File: src/rtl/count_monitor.sv
// ---------------------------------------------------------------------------
// count_monitor
//   Sits downstream of a free-running counter. It checks that every sample is
//   the previous sample + 1 (mod 2^WIDTH), wrapping from all-ones to zero.
//   Each discontinuity is written into a small first-word-fall-through event
//   FIFO as {expected, actual}. The FIFO is drained over a valid/ready port.
//   A saturating error counter and a sticky overflow flag summarise activity.
//
// Parameters
//   WIDTH      width of the monitored count and of the event data fields
//   DEPTH      event FIFO entries (power of 2, >= 2)
//   ERR_CNT_W  width of err_count
//
// Ports
//   clk           single clock; all state changes on the rising edge
//   reset_n       asynchronous active-low reset
//   enable        monitoring enable; low returns the FSM to IDLE
//   clear         synchronous clear of err_count, overflow and the FIFO
//   data_in       count sample from the upstream counter, one per cycle
//   evt_valid     event FIFO non-empty
//   evt_ready     consumer accepts the head event
//   evt_expected  head event: expected value (prev+1), 0 when empty
//   evt_actual    head event: received value, 0 when empty
//   err_count     mismatches since reset/clear, saturating at all-ones
//   overflow      sticky: an event was dropped because the FIFO was full
//   locked        high while the FSM is in TRACK
// ---------------------------------------------------------------------------

// Event FIFO: first-word-fall-through. Head output is forced to 0 when empty.
// A push into a full FIFO is accepted only when a pop happens in the same
// cycle. Otherwise the push is dropped and reported on 'dropped'.
module count_monitor_fifo #(
    parameter int DW    = 16,
    parameter int DEPTH = 4
) (
    input  logic          clk,
    input  logic          reset_n,
    input  logic          flush,
    input  logic          push,
    input  logic [DW-1:0] push_data,
    input  logic          ready,
    output logic          valid,
    output logic [DW-1:0] head,
    output logic          dropped
);
    localparam int AW = $clog2(DEPTH);

    logic [DEPTH-1:0][DW-1:0] mem;
    logic [AW-1:0]            wr_ptr;
    logic [AW-1:0]            rd_ptr;
    logic [AW:0]              cnt;
    logic                     full;
    logic                     pop;
    logic                     wr_en;

    assign valid   = (cnt != '0);
    assign full    = (cnt == (AW+1)'(DEPTH));
    assign pop     = valid && ready;
    // A pop in the same cycle frees a slot, so a full FIFO can still accept.
    assign wr_en   = push && !flush && (!full || pop);
    assign dropped = push && !flush && full && !pop;
    assign head    = valid ? mem[rd_ptr] : '0;

    always_ff @(posedge clk or negedge reset_n) begin
        if (!reset_n) begin
            wr_ptr <= '0;
            rd_ptr <= '0;
            cnt    <= '0;
        end else if (flush) begin
            wr_ptr <= '0;
            rd_ptr <= '0;
            cnt    <= '0;
        end else begin
            if (wr_en) wr_ptr <= wr_ptr + 1'b1;
            if (pop)   rd_ptr <= rd_ptr + 1'b1;
            case ({wr_en, pop})
                2'b10:   cnt <= cnt + 1'b1;
                2'b01:   cnt <= cnt - 1'b1;
                default: cnt <= cnt;
            endcase
        end
    end

    // The storage needs no reset. Any entry that has not been written is
    // never presented, because head is masked whenever the FIFO is empty.
    always_ff @(posedge clk) begin
        if (wr_en) mem[wr_ptr] <= push_data;
    end
endmodule

module count_monitor #(
    parameter int WIDTH     = 8,
    parameter int DEPTH     = 4,
    parameter int ERR_CNT_W = 8
) (
    input  logic                 clk,
    input  logic                 reset_n,
    input  logic                 enable,
    input  logic                 clear,
    input  logic [WIDTH-1:0]     data_in,
    output logic                 evt_valid,
    input  logic                 evt_ready,
    output logic [WIDTH-1:0]     evt_expected,
    output logic [WIDTH-1:0]     evt_actual,
    output logic [ERR_CNT_W-1:0] err_count,
    output logic                 overflow,
    output logic                 locked
);
    localparam logic [1:0] IDLE    = 2'd0;
    localparam logic [1:0] ACQUIRE = 2'd1;
    localparam logic [1:0] TRACK   = 2'd2;

    typedef struct packed {
        logic [WIDTH-1:0] expected;
        logic [WIDTH-1:0] actual;
    } evt_t;

    logic [1:0]       state;
    logic [1:0]       state_nxt;
    logic [WIDTH-1:0] prev;
    logic [WIDTH-1:0] exp_val;
    logic             mismatch;
    logic             dropped;
    evt_t             push_evt;
    evt_t             head_evt;

    // Wraps naturally from all-ones to zero at WIDTH bits.
    assign exp_val  = prev + 1'b1;
    // No check while enable is low, even if the FSM is still in TRACK.
    assign mismatch = enable && (state == TRACK) && (data_in != exp_val);
    assign locked   = (state == TRACK);

    always_comb begin
        state_nxt = state;
        if (!enable) begin
            state_nxt = IDLE;
        end else begin
            case (state)
                IDLE:    state_nxt = ACQUIRE;
                ACQUIRE: state_nxt = TRACK;
                TRACK:   state_nxt = TRACK;
                default: state_nxt = IDLE;
            endcase
        end
    end

    // prev always follows data_in, mismatch or not. After a jump the next
    // expected value is therefore data_in+1, so one jump logs one event.
    always_ff @(posedge clk or negedge reset_n) begin
        if (!reset_n) begin
            state <= IDLE;
            prev  <= '0;
        end else begin
            state <= state_nxt;
            if (enable && (state == ACQUIRE || state == TRACK))
                prev <= data_in;
        end
    end

    always_ff @(posedge clk or negedge reset_n) begin
        if (!reset_n) begin
            err_count <= '0;
            overflow  <= 1'b0;
        end else if (clear) begin
            err_count <= '0;
            overflow  <= 1'b0;
        end else begin
            if (mismatch && (err_count != '1)) err_count <= err_count + 1'b1;
            if (dropped)                       overflow  <= 1'b1;
        end
    end

    assign push_evt = '{expected: exp_val, actual: data_in};

    // clear both flushes the FIFO and blocks a coincident push.
    count_monitor_fifo #(
        .DW    (2*WIDTH),
        .DEPTH (DEPTH)
    ) u_fifo (
        .clk       (clk),
        .reset_n   (reset_n),
        .flush     (clear),
        .push      (mismatch),
        .push_data (push_evt),
        .ready     (evt_ready),
        .valid     (evt_valid),
        .head      (head_evt),
        .dropped   (dropped)
    );

    assign evt_expected = head_evt.expected;
    assign evt_actual   = head_evt.actual;
endmodule

File: config.mk
export PLATFORM = sky130hd
export DESIGN_NAME = count_monitor
export DESIGN_NICKNAME = d
export VERILOG_FILES = /design/src/rtl/count_monitor.sv
export SDC_FILE = /design/constraint.sdc
export NUM_CORES = 1
export LEC_CHECK = 0
export CORE_ASPECT_RATIO = 0.7
export CORE_MARGIN = 1
export CORE_UTILIZATION = 45
export CTS_BUF_LIST = sky130_fd_sc_hd__clkbuf_8
export CTS_CLUSTER_DIAMETER = 50
export DETAILED_ROUTE_END_ITERATION = 10
export PLACE_DENSITY = 0.65
export SYNTH_ARGS = -nofsm -noshare
export SYNTH_HDL_FRONTEND = slang
export SYNTH_HIERARCHICAL = 1
export SYNTH_SLANG_ARGS = --single-unit
File: constraint.sdc
create_clock -name clk -period 9.6 [get_ports clk]
set_input_delay 1.44 -clock clk [delete_from_list [all_inputs] [get_ports clk]]
set_output_delay 1.44 -clock clk [all_outputs]
set_load 0.01 [all_outputs]
==> flow_summary.yaml <==
timing:
  worst_pin_slew_ns: 1.13
  hold_viol_final: 0
  skew_ns: 0.0138
  period_needed_ns: 4.70
  final_max_slew_viol_count: 0
  finalCritPeriodShare_pct: 48.9
  slew_headroom_pct: 24.9
  tns_ns: 0
  finalSetupViolations: 0
  grt_setup_unrepaired: "no"
  fmax_mhz: 213
  finalWorstSetupSlack_ns: 4.90
grt:
  gr-usage-all-layers_pct: 17.4
  antenna_found_initial: 0
  grt_max_degree: 27
  grt_overflow: 0
  grt_pass1_vias: 2399
  grt_pass1_wl_um: 12600
cells_and_area:
  mostFrequentLayoutCell: "edfxtp_1"
  syn_to_final_growth_pct: 14.6
  n_antenna_cell: 0
  multi_input_area_mm2: 0.00154
  layout.nets: 349
  most-common-layout-cells: "edfxtp_1 (64), clkdlybuf4s50_1 (39), dfrtp_1 (26), mux4_2 (16), inv_1 (15)"
  seq_area_mm2: 0.00257
  nFillCells: 775
  layout-drive-gt1-share_pct: 15.4
  instances_no_fill: 456
synthesis:
  synth-main-ff-cell: "edfxtp_1"
  syn_area_mm2: 0.00426
  synth.top_cell.area_share_pct: 45.1
  syn_inst: 292
  synth_edf_count: 64
  seq_area_frac_synth_pct: 60.3
  ys_warn_count: 6
  postSynthAreaPerCell_um2: 14.6
  yosys.area.top_type: "edfxtp_1"
  synth.area.top_cells: "edfxtp_1 (45%), dfrtp_1 (15%), mux4_2 (8.5%)"
  synthArstFlopShare_pct: 28.9
  ys_seq_elements: 90
  synthDistinctLibCells: 54
  syn_nets: 314
critical_path:
  startpoint: "data_in[5]"
  cp-end-kind: "flip-flop"
  crit_fanout: 13
  crit_arrival_ns: 4.97
  path_cells: "clkdlybuf4s50_1, nand2b_1, a22oi_1, nor4_1, nand4_1, nor3_2, nor2_1, a21oi_1, fa_1, nor4bb_1, a31oi_1, a31oi_1"
  crit_buf_inv: 1
  reg2reg_from: "prev[0]$_DFFE_PN0P_"
  critPathKind: "input port to flip-flop"
  crit_cells: 12
  worstReg2RegEnd: "u_fifo/mem[37]$_DFFE_PP_"
  cp-start-kind: "input port"
  worstRegToRegCells: 10
  critical_path.top_delay_family: "simple AND/OR/NAND/NOR gates"
  max_stage_delay_ns: 0.69
  crit_slowest_cell: "nor3_2"
  r2r_slack_ns: 5.55
  timing.critical_path.mode_cell: "a31oi_1"
  cp.required_ns: 9.87
job:
  cap_viol_max_count: 0
placed_design:
  place_hpwl_um: 5330
  gp_congestion: 0.796
  dp.cells: 440
  io_buffers: 39
  dp_slack_ns: 4.50
clock_network:
  cts.sinks: 90
  cts_buffers: 9
  clkLatencyLatePin_ns: 0.36
  ctsHoldBuffers: 0
  cts_htree_levels: 3
  post_cts.repair.setup_buffers: 0
  clk_pin_slew_ns: 0.09
  cts_tree: "done"
  cts-resized-gates: 0
  cts_buffer_depth: 2
  clock-root-buffer: "clkbuf_8"
routing:
  route.final.wire_length_um: 7840
  drcViolationCount: 0
  drt_iter0_drc: 107
  viasPerCell: 5.38
  wl_per_cell_um: 17.2
  detail-route-antenna-nets: 0
  num_vias: 2452
  drt_first_pass_iters: 4
power:
  p_leak_nw: 1.70
  powerDensity_mw_per_mm2: 186
  ir_drop_mv: 0.150
  power_uw: 908
hold_path:
  hold_depth: 2
  hold_end: "overflow$_DFFE_PN0P_"
  hp-class: "flip-flop to flip-flop"
  hp-start: "overflow$_DFFE_PN0P_"
floorplanning:
  die-area_mm2: 0.00988
  die_h_um: 83.4
  placementRows: 29
  start_util_pct: 46.6
  die_x_um: 118
  ios: 40
  coreArea_mm2: 0.00914
status:
  status: "complete, no violations"
## through the flow
| stage | utilization, % | hold slack (ns) | instance area, um^2 |
|---|---|---|---|
| floorplan | - | 0.503 | 4260 |
| global placement | 51.6 | 0.482 | 4720 |
| detailed placement | 51.6 | 0.492 | 4720 |
| CTS | 53.5 | 0.518 | 4890 |
| global route | 53.5 | 0.534 | 4890 |
| finish | 53.5 | 0.519 | 4890 |
## tightest hold or removal path, stage by stage (launching register included)
cell	delay, ns
dfrtp_1	0.36
nor2_1	0.04
nor2_1	0.08
## cell type report
| cell class | count | area share, % |
|---|---|---|
| Tap cell | 124 | 3.17 |
| Sequential cell | 90 | 52.6 |
| Clock inverter | 7 | 0.921 |
| Inverter | 14 | 1.07 |
| Multi-Input combinational cell | 172 | 31.5 |
| Timing Repair Buffer | 40 | 8.14 |
| Clock buffer | 9 | 2.53 |
## synthesized netlist by cell type, types with 3 or more instances
cell type	n
edfxtp_1	64
dfrtp_1	26
mux4_2	16
inv_1	14
nor2_1	14
nor2b_1	14
nand2_1	13
xor2_1	9
buf_2	8
ha_1	8
a21oi_1	6
mux2_2	6
nand2b_1	6
and2_1	5
nand3_1	5
o21ai_0	5
a31oi_1	4
and2b_1	4
nor3_1	4
o31ai_1	4
or4_1	4
and3_1	3
buf_4	3
mux2i_1	3
nand4_1	3
nor4_1	3
xnor2_1	3
## logic make-up after synthesis
group / synth area share (%)
simple gates: 13.4
flops: 60.3
buf+inv: 3.52
mux: 11.6
compound gates: 4.55
xor+xnor: 3.76
fa+ha+maj: 2.82
## flip-flops by register name, summed over array words and instances, names as in the netlist
name,count
err_count,8
overflow,1
u_fifo/cnt,3
u_fifo/rd_ptr,2
state,2
u_fifo/wr_ptr,2
prev,8
u_fifo/mem,64
## power by group
group          internal [mW]  total [mW]  switching, mW
combinational         0.0761       0.180          0.104
clock                 0.0935       0.225          0.131
sequential             0.469       0.504         0.0349
## worst max-delay path by stage
stage,slack [ns],end
final,4.90,u_fifo/cnt[2]$_DFFE_PN0P_
after global routing,4.59,u_fifo/cnt[2]$_DFFE_PN0P_
after CTS,4.90,u_fifo/cnt[2]$_DFFE_PN0P_
after detailed placement,4.50,u_fifo/cnt[2]$_DFFE_PN0P_
after global placement,4.71,u_fifo/mem[10]$_DFFE_PP_
after floorplan,5.97,u_fifo/cnt[2]$_DFFE_PN0P_
## metal layers
layer,global-route usage (%),share of wire [%],up-vias
li1,-,-,1156
met1,24.5,49,1240
met2,26.3,46,52
met3,4.95,5.1,4
met4,5.24,0.31,0
met5,0,0,-
(Power assumes the default switching activity.)
==> patch 1: new RTL, same settings <==
Put one more register stage on the output `err_count`, cleared by the reset. The value now appears one clock later. The other outputs are not delayed to match.
--- a/src/rtl/count_monitor.sv
+++ b/src/rtl/count_monitor.sv
@@ -115,6 +115,8 @@
         logic [WIDTH-1:0] actual;
     } evt_t;
 
+    logic [ERR_CNT_W-1:0] err_count_s0;
+
     logic [1:0]       state;
     logic [1:0]       state_nxt;
     logic [WIDTH-1:0] prev;
@@ -159,13 +161,13 @@
 
     always_ff @(posedge clk or negedge reset_n) begin
         if (!reset_n) begin
-            err_count <= '0;
+            err_count_s0 <= '0;
             overflow  <= 1'b0;
         end else if (clear) begin
-            err_count <= '0;
+            err_count_s0 <= '0;
             overflow  <= 1'b0;
         end else begin
-            if (mismatch && (err_count != '1)) err_count <= err_count + 1'b1;
+            if (mismatch && (err_count_s0 != '1)) err_count_s0 <= err_count_s0 + 1'b1;
             if (dropped)                       overflow  <= 1'b1;
         end
     end
@@ -190,5 +192,13 @@
 
     assign evt_expected = head_evt.expected;
     assign evt_actual   = head_evt.actual;
+    always_ff @(posedge clk or negedge reset_n) begin
+        if (!reset_n) begin
+            err_count <= '0;
+        end else begin
+            err_count <= err_count_s0;
+        end
+    end
+
 endmodule
 
Formal check against the unedited RTL: not equivalent (Yosys sat finds a counterexample within 4 cycles, from zero or initial values and one cycle with reset_n low).
==> patch 1 against the original RTL <==
Register-to-register slack got worse by 260 ps. Non-clock buffer count unchanged. Routed wire length increased by 3.6%. Worst setup slack got worse by 59 ps. Synthesized area increased by 1.8%. Final area increased by 3.4%. Total power increased by 12%. Synthesized cell count decreased by 2.4%. Sequential cell count increased by 8. Die area increased by 1.8%.
==> patch 1: results (changes against the original RTL) <==
[worst_hold_path] Worst Hold End err_count[4]
[routing] routed length on met2 3580 um [-0.58%]
[logic_synthesis] post-synthesis mux area share 11.6% [about the same]
[timing] final clock skew 8.40 ps [-5.45 ps]
[timing] Final min period 4760 ps [+59.3 ps]
[logic_synthesis] Synth Area in Adders 2.77% [-0.050 points]
[logic_synthesis] Post-Synthesis Cells 285 [-2.4%]
[final_layout] number of nets in the layout 346 [-0.86%]
[logic_synthesis] Synth Area in Compound Gates 4.12% [-0.43 points]
[routing] detailed-routing wirelength on met1 3960 um [+3.7%]
[routing] overall routed net length 8120 um [+3.6%]
[grt] GRT Total Usage 18.2% [+0.75 points]
[critical_path] Critical Path Fanout Max 16 [+3]
[power_and_ir_drop] leakage power of the design 0.00182 uW [+6.6%]
[run_status] status complete, no violations
[placed_design] Placed Instances 437 [-0.68%]
[critical_path] worst setup path endpoint u_fifo/mem[35]
[logic_synthesis] Net Count, Synth 307 [-2.2%]
[routing] met3 WL 496 um [+24%]
[logic_synthesis] post-synthesis async set-or-reset flop share 34.7% [+5.8 points]
[power_and_ir_drop] Power Combinational 174 uW [-3%]
[routing] starting DRC count in detailed routing 156 [+46%]
[logic_synthesis] top cells by area, synth edfxtp_1, dfrtp_1, mux4_2
[critical_path] register-to-register path setup slack 5290 ps [-260 ps]
[placed_design] post-detailed-placement half-perimeter wirelength 5500 um [+3.1%]
[final_layout] final-layout fill cell count 762 [-1.7%]
[grt] largest net degree at the start of global routing 35 [+30%]
[placed_design] minimum setup slack after placement 4490 ps [-13.1 ps]
[worst_hold_path] startpoint of the worst hold path err_count_s0[4]
[grt] global-route wire length before repair 13,300 um [+5.7%]
[grt] global-route met1 utilization 26.9% [+2.4 points]
[logic_synthesis] portion of the post-synthesis area used by sequential elements 63.9% [+3.5 points]
[placed_design] cell area after placement 4820 um2 [+2.1%]
[worst_hold_path] number of cells on the worst hold path 0 [-2]
[placed_design] final weighted congestion in routability-driven placement 0.747 [-6.1%]
[logic_synthesis] area share of xor/xnor cells in the synthesized design 3.23% [-0.53 points]
[timing] WHS 420 ps [-98.9 ps]
[critical_path] largest incremental delay on the critical path 770 ps [+80 ps]
patch 1: cell types whose count changed in the layout (fill, tap and decap cells not counted), moves of 3 or more:
| cell | before | now |
|---|---|---|
| bufinv_16 | 0 | 3 |
| dfrtp_1 | 26 | 34 |
| mux2_2 | 6 | 10 |
| nand2b_1 | 6 | 1 |
| nand4_1 | 3 | 0 |
| nor2_1 | 14 | 11 |
| nor2b_1 | 14 | 17 |
| nor3_1 | 4 | 1 |
| xnor2_1 | 3 | 9 |
patch 1: final cells by class:
type | instances | area share, %
clock inverter | 7 | 2.28
tap | 124 | 3.07
multi-input combinational | 160 | 28.5
clock buffer | 9 | 2.45
timing repair buffer | 40 | 7.77
sequential | 98 | 54.8
inverter | 15 | 1.11
patch 1: worst max-delay path: cells and delay by family:
family / cells / cell delay (ps)
AO/OA/AOI/OAI: 2 / 480
XOR/XNOR: 1 / 180
buffers and inverters: 2 / 700
AND/OR/NAND/NOR: 4 / 1940
==> patch 2: new RTL, same flow settings <==
Without the edit above. `DEPTH` is set to 4 in 2 places; all go to 2.
--- a/src/rtl/count_monitor.sv
+++ b/src/rtl/count_monitor.sv
@@ -31,7 +31,7 @@
 // cycle. Otherwise the push is dropped and reported on 'dropped'.
 module count_monitor_fifo #(
     parameter int DW    = 16,
-    parameter int DEPTH = 4
+    parameter int DEPTH = 2
 ) (
     input  logic          clk,
     input  logic          reset_n,
@@ -90,7 +90,7 @@
 
 module count_monitor #(
     parameter int WIDTH     = 8,
-    parameter int DEPTH     = 4,
+    parameter int DEPTH     = 2,
     parameter int ERR_CNT_W = 8
 ) (
     input  logic                 clk,
Function: changed (a bounded check fails within 10 cycles, from zero or initial values and one cycle with reset_n low).
==> patch 2 against the original RTL <==
Worst setup slack improved by 410 ps. Critical path depth fell by 4. Combinational power fell by 13%. Total power fell by 33%. Die area fell by 35%. Global-route usage rose by 0.20 points. Sequential power fell by 36%. Clock power fell by 43%. Clock skew fell by 7.5 ps. Routed wire length fell by 34%. Final area fell by 33%. Sequential cell count fell by 35. Synthesized area fell by 36%. Critical endpoint is now u_fifo/mem[19].
==> patch 2: results (changes against the original RTL) <==
[routing] uppermost layer routed met4
[logic_synthesis] Net Count, Synth 241 [-23%]
[logic_synthesis] post-synthesis async set-or-reset flop share 41.8% [+13 points]
[routing] met3 WL 143 um [-64%]
[routing] starting DRC count in detailed routing 76 [-29%]
[final_layout] layout cell share with drive strength beyond 1 10.7% [-4.7 points]
[timing] relative slew slack 30.0% [+5.1 points]
[clocking] Clock transition at path regs 100 ps
[final_layout] number of nets in the layout 278 [-20%]
[critical_path] largest incremental delay on the critical path 710 ps [+20 ps]
[grt] via count of the first global-routing pass 1,575 [-34%]
[routing] detailed-routing wirelength on met1 2850 um [-25%]
[routing] Vias/cell 5.20 [-3.3%]
[clocking] master cell of the clock root buffer clkbuf_8
[worst_hold_path] hold crit path type flop to flop
[clocking] number of H-tree levels 2 [-1]
[clocking] PostCTS Resize Cnt 0 [unchanged]
[logic_synthesis] top cells by area, synth edfxtp_1, dfrtp_1, mux2i_1
[logic_synthesis] yosys synthesis warning count 6 [unchanged]
[placed_design] Placed Instances 329 [-25%]
[logic_synthesis] leading post-synthesis cells by instance count edfxtp_1, nor2_1, dfrtp_1, mux2i_1, nand2_1
[timing] final clock skew 6.37 ps [-7.48 ps]
[routing] routed length per placed instance 15.3 um [-11%]
[critical_path] arrival time of data at the critical path endpoint 4250 ps [-720 ps]
[placed_design] final weighted congestion in routability-driven placement 0.828 [+4.0%]
[routing] detailed-router iteration count before antenna repair 4 [unchanged]
[power_and_ir_drop] leakage power of the design 0.00118 uW [-31%]
[power_and_ir_drop] maximum VDD drop 140 uV [-6.8%]
[grt] GRT Total Usage 17.6% [+0.20 points]
[clocking] Bufs on Longest Clock Path 2 [unchanged]
[clocking] Setup Buffers After CTS 0 [unchanged]
[logic_synthesis] largest area contributor in the synthesized netlist edfxtp_1
[grt] global-route wire length before repair 8090 um [-36%]
[logic_synthesis] count of distinct cell types in the synthesized netlist 50 [-7.4%]
[logic_synthesis] portion of the post-synthesis area used by sequential elements 56.3% [-4.1 points]
[clocking] Clk Latency, worst-skew pair 310 ps [-50 ps]
[logic_synthesis] number of enable-type register cells in the synthesized netlist 32 [-50%]
[grt] antenna violations before repair 0 [unchanged]
[placed_design] post-detailed-placement half-perimeter wirelength 3690 um [-31%]
[critical_path] cell family with most CP delay simple AND/OR/NAND/NOR gates
[critical_path] Critical Path Fanout Max 16 [+3]
[final_layout] final-layout fill cell count 497 [-36%]
[final_layout] count of inserted antenna diode cells 0 [unchanged]
[routing] routed length on met2 2100 um [-42%]
[grt] aggregate global routing overflow 0 [unchanged]
[run_status] status complete, no violations
[final_layout] Post-Layout Cell Count 337 [-26%]
[critical_path] slowest cell on the critical path nor3_2
[placed_design] minimum setup slack after placement 4980 ps [+477 ps]
[final_layout] top flop regs u_fifo/mem (32), err_count (8), prev (8)
[placed_design] number of input and output port buffers inserted 39 [unchanged]
[grt] largest net degree at the start of global routing 24 [-11%]
[logic_synthesis] mean cell area of the mapped netlist 12.2 um2 [-16%]
[clocking] clock buffers created by TritonCTS 5 [-4]
-- patch 2: final cells by class --
class | instances | area share (%)
clock buffer | 5 | 2.12
clock inverter | 3 | 0.616
inverter | 7 | 0.808
multi-input combinational | 152 | 34.1
sequential | 55 | 47.2
tap | 75 | 2.89
timing repair buffer | 40 | 12.2
-- patch 2: final timing paths --
| kind | from | end | slack, ps | cells after the start |
|---|---|---|---|---|
| min | overflow | overflow | 510 | 2 |
| max reg2reg | prev[0] | u_fifo/mem[19] | 6200 | 8 |
| min in group asynchronous | reset_n | err_count[5] | 1690 | 1 |
| min reg2reg | overflow | overflow | 510 | 2 |
| max | data_in[5] | u_fifo/mem[19] | 5310 | 8 |
| max in group asynchronous | reset_n | prev[3] | 7280 | 1 |
-- patch 2: logic make-up (layout without fill, tap and decap cells) --
group / after synthesis / count (layout) / synth area share (%)
AOI/OAI and AO/OA: 20 / 20 / 4.44
xor gates and xnor gates: 13 / 13 / 5.22
adders and majority gates: 4 / 4 / 1.83
buffers and inverters: 17 / 55 / 3.34
DFF: 55 / 55 / 56.3
muxes: 28 / 28 / 10.8
and+or+nand+nor: 87 / 87 / 18.1
-- patch 2: power by group --
group / internal (uW) / leakage [uW] / switching, uW / total [uW]
clock network: 51.1 / 0.0000418 / 77.9 / 129
logic: 73.4 / 0.000550 / 83.6 / 157
registers: 288 / 0.000590 / 35.4 / 324
-- patch 2: metal layers --
metal / global-route usage [%] / vias up
li1: - / 878
met1: 27.4 / 835
met2: 24.1 / 32
met3: 3.38 / 7
met4: 6.44 / 0
met5: 0 / -
-- patch 2: stage by stage --
step                      util (%)  hold WS (ps)  instance area (um2)
after detailed placement      54.7           504                 3160
after global routing          56.2           553                 3250
after CTS                     56.2           525                 3250
final                         56.2           513                 3250
after global placement        54.7           476                 3160
after floorplan                  -           525                 2730
